### config.mk
export PLATFORM = sky130hd
export DESIGN_NAME = binary_census_packer
export DESIGN_NICKNAME = d
export VERILOG_FILES = /design/src/rtl/binary_census_packer_pkg.sv /design/src/rtl/sync_fifo_fwft.sv /design/src/rtl/binary_census_packer.sv
export SDC_FILE = /design/constraint.sdc
export NUM_CORES = 1
export LEC_CHECK = 0
export ABC_CLOCK_PERIOD_IN_PS = 3850
export BUFFER_PORTS_ARGS = -buffer_cell sky130_fd_sc_hd__buf_2
export CELL_PAD_IN_SITES_DETAIL_PLACEMENT = 0
export CELL_PAD_IN_SITES_GLOBAL_PLACEMENT = 1
export CORE_MARGIN = 2
export CORE_UTILIZATION = 45
export DETAILED_ROUTE_END_ITERATION = 16
export PLACE_DENSITY = 0.76
export SLEW_MARGIN = 25
export SYNTH_ARGS = -nofsm -noshare
export SYNTH_HDL_FRONTEND = slang
export SYNTH_SLANG_ARGS = --single-unit
### constraint.sdc
create_clock -name clk -period 3.85 [get_ports clk]
set_input_delay 0.77 -clock clk [delete_from_list [all_inputs] [get_ports clk]]
set_output_delay 0.77 -clock clk [all_outputs]
set_load 0.01 [all_outputs]
### src/rtl/binary_census_packer_pkg.sv
// Shared definitions for the census packer: pixel field layout and the binarising compare.
package binary_census_packer_pkg;

    localparam int unsigned SOF_BIT   = 8;
    localparam int unsigned GREY_BITS = 8;

    typedef logic [GREY_BITS-1:0] grey_t;

    // Compare in 9 bits so avg + thresh never wraps; avg 255 with thresh 0 yields 0.
    function automatic logic binarise(grey_t pix, grey_t avg, grey_t thresh);
        return {1'b0, pix} > ({1'b0, avg} + {1'b0, thresh});
    endfunction

endpackage

### src/rtl/sync_fifo_fwft.sv
// Show-ahead FIFO: rd_data always presents the head entry and holds the last popped word when empty.
module sync_fifo_fwft #(
    parameter int unsigned Width = 17,
    parameter int unsigned Depth = 8
) (
    input  logic                     clk,
    input  logic                     reset,
    input  logic                     wr_en,
    input  logic [Width-1:0]         wr_data,
    output logic                     full,
    input  logic                     rd_en,
    output logic [Width-1:0]         rd_data,
    output logic                     empty,
    output logic [$clog2(Depth):0]   level
);

    localparam int unsigned AddrW = $clog2(Depth);

    logic [Width-1:0] mem [Depth];
    logic [AddrW-1:0] wr_ptr_q, rd_ptr_q;
    logic [AddrW:0]   level_q;
    logic [Width-1:0] last_q;
    logic             do_wr, do_rd;

    always_comb begin
        empty = (level_q == '0);
        full  = (level_q == (AddrW+1)'(Depth));
        do_rd = rd_en & ~empty;
        // A full FIFO still takes a write when the head leaves on the same edge.
        do_wr = wr_en & (~full | do_rd);
        level = level_q;
        rd_data = empty ? last_q : mem[rd_ptr_q];
    end

    always_ff @(posedge clk) begin
        if (do_wr) begin
            mem[wr_ptr_q] <= wr_data;
        end
    end

    always_ff @(posedge clk) begin
        if (reset) begin
            wr_ptr_q <= '0;
            rd_ptr_q <= '0;
            level_q  <= '0;
            last_q   <= '0;
        end else begin
            if (do_wr) begin
                wr_ptr_q <= wr_ptr_q + AddrW'(1);
            end
            if (do_rd) begin
                rd_ptr_q <= rd_ptr_q + AddrW'(1);
                last_q   <= mem[rd_ptr_q];
            end
            level_q <= level_q + (AddrW+1)'(do_wr) - (AddrW+1)'(do_rd);
        end
    end

endmodule

### src/rtl/binary_census_packer.sv
// Binarises pixels against their local average and packs the bits MSB-first into SOF-tagged words.
module binary_census_packer
    import binary_census_packer_pkg::*;
#(
    parameter int unsigned WORD_BITS  = 16,
    parameter int unsigned FIFO_DEPTH = 8,
    parameter int unsigned THRESH     = 0
) (
    input  logic                          clk,
    input  logic                          reset,
    input  logic [8:0]                    pixel,
    input  logic                          pixel_valid,
    input  logic [7:0]                    local_average,
    input  logic                          local_average_valid,
    output logic [WORD_BITS:0]            out_word,
    output logic                          out_valid,
    input  logic                          out_ready,
    output logic [$clog2(FIFO_DEPTH):0]   fifo_level,
    output logic                          overflow,
    output logic                          sync_error
);

    typedef struct packed {
        logic                 sof;
        logic [WORD_BITS-1:0] bits;
    } packed_word_t;

    localparam int unsigned          CountW = $clog2(WORD_BITS) + 1;
    localparam grey_t                ThreshG = grey_t'(THRESH);
    localparam logic [WORD_BITS-1:0] Msb = {1'b1, {(WORD_BITS-1){1'b0}}};

    logic [CountW-1:0]    count_q, count_d;
    logic [WORD_BITS-1:0] shift_q, shift_d;
    logic                 tag_q, tag_d;
    logic                 overflow_q, sync_error_q;

    logic                 accept, mismatch, pix_bit, sof_in;
    logic                 wr_en;
    packed_word_t         wr_word;
    logic                 fifo_full, fifo_empty, fifo_read;

    always_comb begin
        accept   = pixel_valid & local_average_valid;
        mismatch = pixel_valid ^ local_average_valid;
        sof_in   = pixel[SOF_BIT];
        pix_bit  = binarise(pixel[GREY_BITS-1:0], local_average, ThreshG);

        count_d = count_q;
        shift_d = shift_q;
        tag_d   = tag_q;
        wr_en   = 1'b0;
        wr_word = '0;

        if (accept) begin
            if (sof_in && count_q != '0) begin
                // Flush the partial word (low bits already zero) and open a new one.
                wr_en   = 1'b1;
                wr_word = '{sof: tag_q, bits: shift_q};
                tag_d   = 1'b1;
                shift_d = pix_bit ? Msb : '0;
                count_d = CountW'(1);
            end else begin
                if (count_q == '0) begin
                    tag_d = sof_in;
                end
                if (pix_bit) begin
                    shift_d = shift_q | (Msb >> count_q);
                end
                count_d = count_q + CountW'(1);
                if (count_d == CountW'(WORD_BITS)) begin
                    wr_en   = 1'b1;
                    wr_word = '{sof: tag_d, bits: shift_d};
                    count_d = '0;
                    shift_d = '0;
                end
            end
        end
    end

    assign fifo_read = out_ready & ~fifo_empty;

    always_ff @(posedge clk) begin
        if (reset) begin
            count_q      <= '0;
            shift_q      <= '0;
            tag_q        <= 1'b0;
            overflow_q   <= 1'b0;
            sync_error_q <= 1'b0;
        end else begin
            count_q <= count_d;
            shift_q <= shift_d;
            tag_q   <= tag_d;
            if (wr_en && fifo_full && !fifo_read) begin
                overflow_q <= 1'b1;
            end
            if (mismatch) begin
                sync_error_q <= 1'b1;
            end
        end
    end

    sync_fifo_fwft #(
        .Width (WORD_BITS + 1),
        .Depth (FIFO_DEPTH)
    ) u_fifo (
        .clk     (clk),
        .reset   (reset),
        .wr_en   (wr_en),
        .wr_data (wr_word),
        .full    (fifo_full),
        .rd_en   (out_ready),
        .rd_data (out_word),
        .empty   (fifo_empty),
        .level   (fifo_level)
    );

    assign out_valid  = ~fifo_empty;
    assign overflow   = overflow_q;
    assign sync_error = sync_error_q;

endmodule

## Word-level counts from Yosys, hierarchy flattened

Memories as Yosys holds them, arrays and structs flattened. A register that Yosys moved wholly into a read port is not among the register bits.
Index checks and enable logic that the tools add are counted.

| word-level totals | value |
|---|---|
| flip-flop bits (word level) | 51 |
| memory bits (writable) | 136 |
| bits of input ports | 22 |
| logic and storage cells | 53 |
| memories kept | 1 |

Memory list:

| memory | words | width | read ports | clocked after Yosys merged registers in | wr ports | RTL line | text |
|---|---|---|---|---|---|---|---|
| u_fifo.mem | 8 | 17 | 1 | 1 | 1 | sync_fifo_fwft.sv:19 | `logic [Width-1:0] mem [Depth];` |

| cells by class | value |
|---|---|
| add/sub/neg operators | 5 |
| magnitude comparators | 1 |
| eq/ne operators | 2 |
| shifts and indexed selects | 1 |
| muxes and demuxes | 19 |
| bitwise operators | 8 |
| reductions and logical operators | 7 |

Operator list:

| cell | number |
|---|---|
| $mux 17 | 4 |
| $mux 16 | 4 |
| $or 16x16->16 | 1 |
| $shr 16x5->16 const A | 1 |
| $mux 5 | 2 |
| $gt 8x8->1 | 1 |
| $mux 1 | 7 |
| $add 3x1->3 const B | 2 |
| $mux 3 | 2 |
| $add 5x1->5 const B | 1 |
| $eq 5x5->1 const B | 1 |
| $logic_not 5->1 | 1 |
| $reduce_bool 5->1 | 1 |
| $add 4x1->4 | 1 |
| $eq 4x4->1 const B | 1 |
| $logic_not 4->1 | 1 |
| $sub 4x1->4 | 1 |
| $and 1x1->1 | 3 |
| $logic_and 1x1->1 | 3 |
| $not 1->1 | 2 |
| $logic_not 1->1 | 1 |
| $or 1x1->1 | 1 |
| $xor 1x1->1 | 1 |

## Longest topological paths before layout

| logic depth | value |
|---|---|
| word-level depth | 8 |
| gate-level depth with buffers | 14 |
| gate-level depth less buffers | 12 |

## Hierarchy

Synthesis repeated with hierarchy kept, for this count alone.

| second synthesis, totals | value |
|---|---|
| cell total of the unflattened synthesis | 650 |
| area, all modules | 8,508.2 um^2 |

Modules (own cells, without submodules):

| module | instances | cells each | area an instance (um^2) |
|---|---|---|---|
| sync_fifo_fwft | 1 | 423 | 6,668.9 |
| binary_census_packer | 1 | 227 | 1,839.3 |

## Least setup slack after synthesis

Ideal clock, no wire load.

| timing path | value |
|---|---|
| path type | register to register |
| start | register count_q[2] |
| end | memory u_fifo.mem[1][0], enable pin |
| library setup time | 0.435 ns |
| arrival time | 3.445 ns |
| required time | 3.415 ns |
| path slack | -0.030 ns |
| cell stages (with the launch flop) | 10 |
| path buffers | 2 |
| period minus slack after synthesis | 3.880 ns |
| cells stage by stage | dfxtp_1 > clkbuf_1 > inv_1 > ha_1 > nand2_1 > nor3b_1 > a32oi_2 > nand2b_1 > buf_4 > nor4_1 |

| on the way | value |
|---|---|
| word-level cells in the longest chain between the ends | 8 |
| elaborated cells on any way between the ends | 10 |
| classes of those cells | 1 x add/sub; 1 x eq/ne; 5 x mux; 1 x bitwise; 2 x reduce/logical |

Ends and longest elaborated chain:

| element | RTL line | text |
|---|---|---|
| start: declaration | binary_census_packer.sv:32 | `logic [CountW-1:0] count_q, count_d;` |
| start signal: assignment | binary_census_packer.sv:90 | `count_q <= count_d;` |
| $add 5x1->5 | binary_census_packer.sv:69 | `count_d = count_q + CountW'(1);` |
| $eq 5x5->1 | binary_census_packer.sv:70 | `if (count_d == CountW'(WORD_BITS)) begin` |
| $mux 1 | binary_census_packer.sv:70 |  |
| $mux 1 * | binary_census_packer.sv:55 | `if (sof_in && count_q != '0) begin` |
| $mux 1 * | binary_census_packer.sv:54 | `if (accept) begin` |
| $and 1x1->1 * | sync_fifo_fwft.sv:30 | `do_wr = wr_en & (~full \| do_rd);` |
| $mux 1 * | sync_fifo_fwft.sv:36 | `if (do_wr) begin` |
| $mux 1 (implied by the code) * | sync_fifo_fwft.sv:37 | `mem[wr_ptr_q] <= wr_data;` |
| end: declaration | sync_fifo_fwft.sv:19 |  |

Every way passes the cells marked *; elsewhere a longest branch is shown, timed or not.

==> impl_metrics.csv <==
group,metric,value,unit
logic_synthesis,yosys.area.top_type_share,50.3,%
finish,final_layout_size_suffix_gt1_share,23.0,%
logic_synthesis,synth_cells,583,
setup_path,worstRegToRegCells,12,
timing,timing_max_transition_violations_final,0,
timing,period_needed,3.26,ns
route,vias_after_detailed_routing,4895,
timing,slew_headroom,45.5,%
finish,antenna_cells_inserted,0,
job,cap_violations,0,
setup_path,timing.critical_path.arrival,2.49,ns
run_status,outcome,"complete, no violations",
clocking,cts_buffers,17,
route,met3RoutedLength,938,um
logic_synthesis,yosysUniqueCellTypes,48,
power,vdd_drop_max,0.416,mV
setup_path,crit_required,3.08,ns
route,routed_wirelength,17200,um
route,dr.pass1.iters,5,
placed_design,portBuffers,45,
clocking,postCtsSetupBuffers,0,
floorplan,pin_count,46,
floorplan,initial_utilization,45.5,%
grt,track_usage,18.8,%
logic_synthesis,mappedNetlistNets,629,
finish,fin_nets,681,
min_path,hold_path_startpoint,"shift_q[15]",
setup_path,path_class,"reg -> out",
grt,global_route.overflow_total,0,
logic_synthesis,largest_area_contributor_in_the_netlist,"edfxtp_1",
setup_path,startpoint_kind_of_the_worst_setup_timing_path,"flip-flop",
floorplan,vertical_extent_of_the_die,138,um
timing,post-route-period-util,84.6,%
logic_synthesis,avg_cell_area_syn,13.9,um2
logic_synthesis,synth-seq-cells,190,
grt,largest_net_degree_at_the_start_of_global_routing,40,
clocking,worst_setup_hold_path_clk_slew,0.07,ns
logic_synthesis,ys.flop_type,"edfxtp_1",
clocking,clock_path_buffers,2,
timing,worst_max_slew_pin_slew,0.811,ns
setup_path,ff2ff_setup_slack,0.82,ns
min_path,hold_class,"reg -> reg",
grt,grt_pass1_wl,27100,um
route,drt_iter0_markers,417,
grt,antenna_found_initial,0,
timing,final_setup_violation_count,0,
finish,finalNonFillerCells,877,
floorplan,core_area,0.0178,mm2
logic_synthesis,number_of_enable_flip_flop_cells_after_synthesis,136,
placed_design,place.gp.congestion,0.808,
route,top_layer_used,"met4",
floorplan,die_width,138,um
logic_synthesis,synth-seq-area-share,63.7,%
finish,utilization,51.8,%
logic_synthesis,synth_warnings,0,
timing,timing_hold_violations_final,0,
route,drc_errors,0,
placed_design,placedCellCount,845,
clocking,clock_latency,0.43,ns
clocking,cts.repair.resized,0,
timing,setup_repair_after_global_routing_missed_its_margin,"no",
power,leakage,3.15,nW
clocking,cts.root.buffer_cell,"clkbuf_16",
power,p_per_area,586,mW/mm2
setup_path,r2r-start,"count_q[2]",
floorplan,dieArea,0.0191,mm2
clocking,cts_hold_bufs,0,
timing,fin_worst_skew,0.0111,ns
logic_synthesis,netlist_area,0.00811,mm2
setup_path,timing.critical_path.to_type,"primary output",
route,detail_route.wl_per_cell,19.6,um
min_path,worst_hold_path.endpoint,"shift_q[15]",
route,drt-vias-per-instance,5.58,
logic_synthesis,area_contributors_post_synth,"edfxtp_1, dfxtp_1, mux4_2",
logic_synthesis,cell_types_with_the_highest_counts_after_synthesis,"edfxtp_1, a21oi_1, dfxtp_1, nor2_1, inv_1",
route,m1_wl,7530,um
setup_path,critical_path_peak_fanout,22,
clocking,tritoncts,"built",
grt,grt_pass1_vias,4761,
route,drt.antenna.violating_nets,0,
clocking,cts.sinks,190,
logic_synthesis,postSynth.asyncResetShare,0,%
logic_synthesis,yosys.cell_count.top_type,"edfxtp_1",
floorplan,standard_cell_row_count,49,
min_path,worstHoldPathCells,2,
clocking,ctsHtreeMaxLevel,4,
timing,achievable-frequency,0.307,GHz
route,met2RoutedLength,8480,um
setup_path,worst_r2r_endpoint,"u_fifo.level[2]",
finish,layout_stage_area_growth_over_the_synthesis_result,14.0,%
placed_design,dp_hpwl,10600,um
## layout by cell type, fill, tap and decap left out, types with 3 or more instances in the layout
cell,netlist,routed
edfxtp_1,136,136
a211oi_1,17,17
nor2b_1,6,6
o211ai_1,9,9
xnor2_1,3,3
nand2b_1,4,4
clkinvlp_4,0,4
dfxtp_1,54,53
buf_4,2,21
clkbuf_16,0,17
clkinv_2,0,3
inv_1,38,38
buf_2,9,45
ha_1,23,23
nand3_1,4,4
mux2i_1,19,19
nor4_2,0,4
o21ai_0,13,13
mux4_2,34,34
nor2_1,54,54
nor3_2,0,3
nand4_1,18,18
nand2_1,12,12
and2_1,4,4
nor3_1,7,4
a21oi_1,61,61
## report_power, final
group | internal [W] | switching [W] | total (W)
Sequential | 0.00227 | 0.0000974 | 0.00237
Clock | 0.000919 | 0.000718 | 0.00164
Combinational | 0.000646 | 0.000773 | 0.00142
Total | 0.00383 | 0.00159 | 0.00542
## worst max-delay path, cell delays in order, from the launching register on
cell and delay, ns:
dfxtp_2 0.65, buf_12 0.28, mux4_2 0.52, mux2i_1 0.34, a21oi_1 0.11, buf_2 0.15
## worst max path at each step
stage | from | slack (ns) | endpoint | cells past startpoint
2_1_floorplan | count_q[2] | -0.03 | u_fifo.mem[1][0] | 9
3_3_place_gp | pixel[5] | 0.58 | u_fifo.mem[4][13] | 8
3_5_place_dp | pixel[5] | 0.51 | u_fifo.mem[1][4] | 7
4_1_cts | flip-flop | 0.51 | out_word[11] | 5
5_1_grt | flip-flop | 0.38 | out_word[11] | 5
6_report | flip-flop | 0.59 | out_word[11] | 5
## kinds of logic (layout without fill, tap and decap cells)
group           after synthesis  after routing  share of synthesized area (%)
fa+ha+maj                    24             24                           3.79
xor+xnor                      5              5                          0.540
buf+inv                      73            138                           3.61
simple gates                122            122                           7.56
mux                          54             54                           12.0
flops                       190            190                           63.7
compound gates              115            115                           8.87
## per-stage QoR
| step | cell area [um2] | power, W | setup TNS [ns] | setup slack [ns] | hold WS [ns] |
|---|---|---|---|---|---|
| final | 9250 | 0.00542 | 0 | 0.594 | 0.455 |
| after global routing | 9250 | 0.00571 | 0 | 0.382 | 0.473 |
| after CTS | 9250 | 0.00549 | 0 | 0.509 | 0.456 |
| after detailed placement | 8700 | 0.00385 | 0 | 0.510 | 0.449 |
| after global placement | 8700 | 0.00382 | 0 | 0.580 | 0.441 |
| after floorplan | 8110 | 0.00343 | -2.04 | -0.0300 | 0.432 |
## flip-flops by register name, indices dropped and copies added, names as in the netlist, named ones only
signal and cells:
count_q 5, overflow 1, shift_q 16, sync_error 1
tag_q 1, u_fifo.last_q 17, u_fifo.level 4, u_fifo.mem 136
u_fifo.rd_ptr_q 3, u_fifo.wr_ptr_q 3
## routing by layer
| metal | track usage, % | vias to the layer above |
|---|---|---|
| met3 | 4.43 | 19 |
| met1 | 24.7 | 2412 |
| met2 | 30.9 | 161 |
| met4 | 6.12 | 0 |
| met5 | 0 | - |
| li1 | - | 2303 |
## layout make-up
cell class / count / area [um2]
clock buffers: 21 / 460
well taps: 229 / 287
inverters: 39 / 146
repair buffers: 67 / 403
multi-input cells: 320 / 2700
fillers: 1475 / 8590
flip-flops and latches: 190 / 5170
clock inverters: 11 / 91.3
Note: power is estimated with default switching activity, not from simulation.
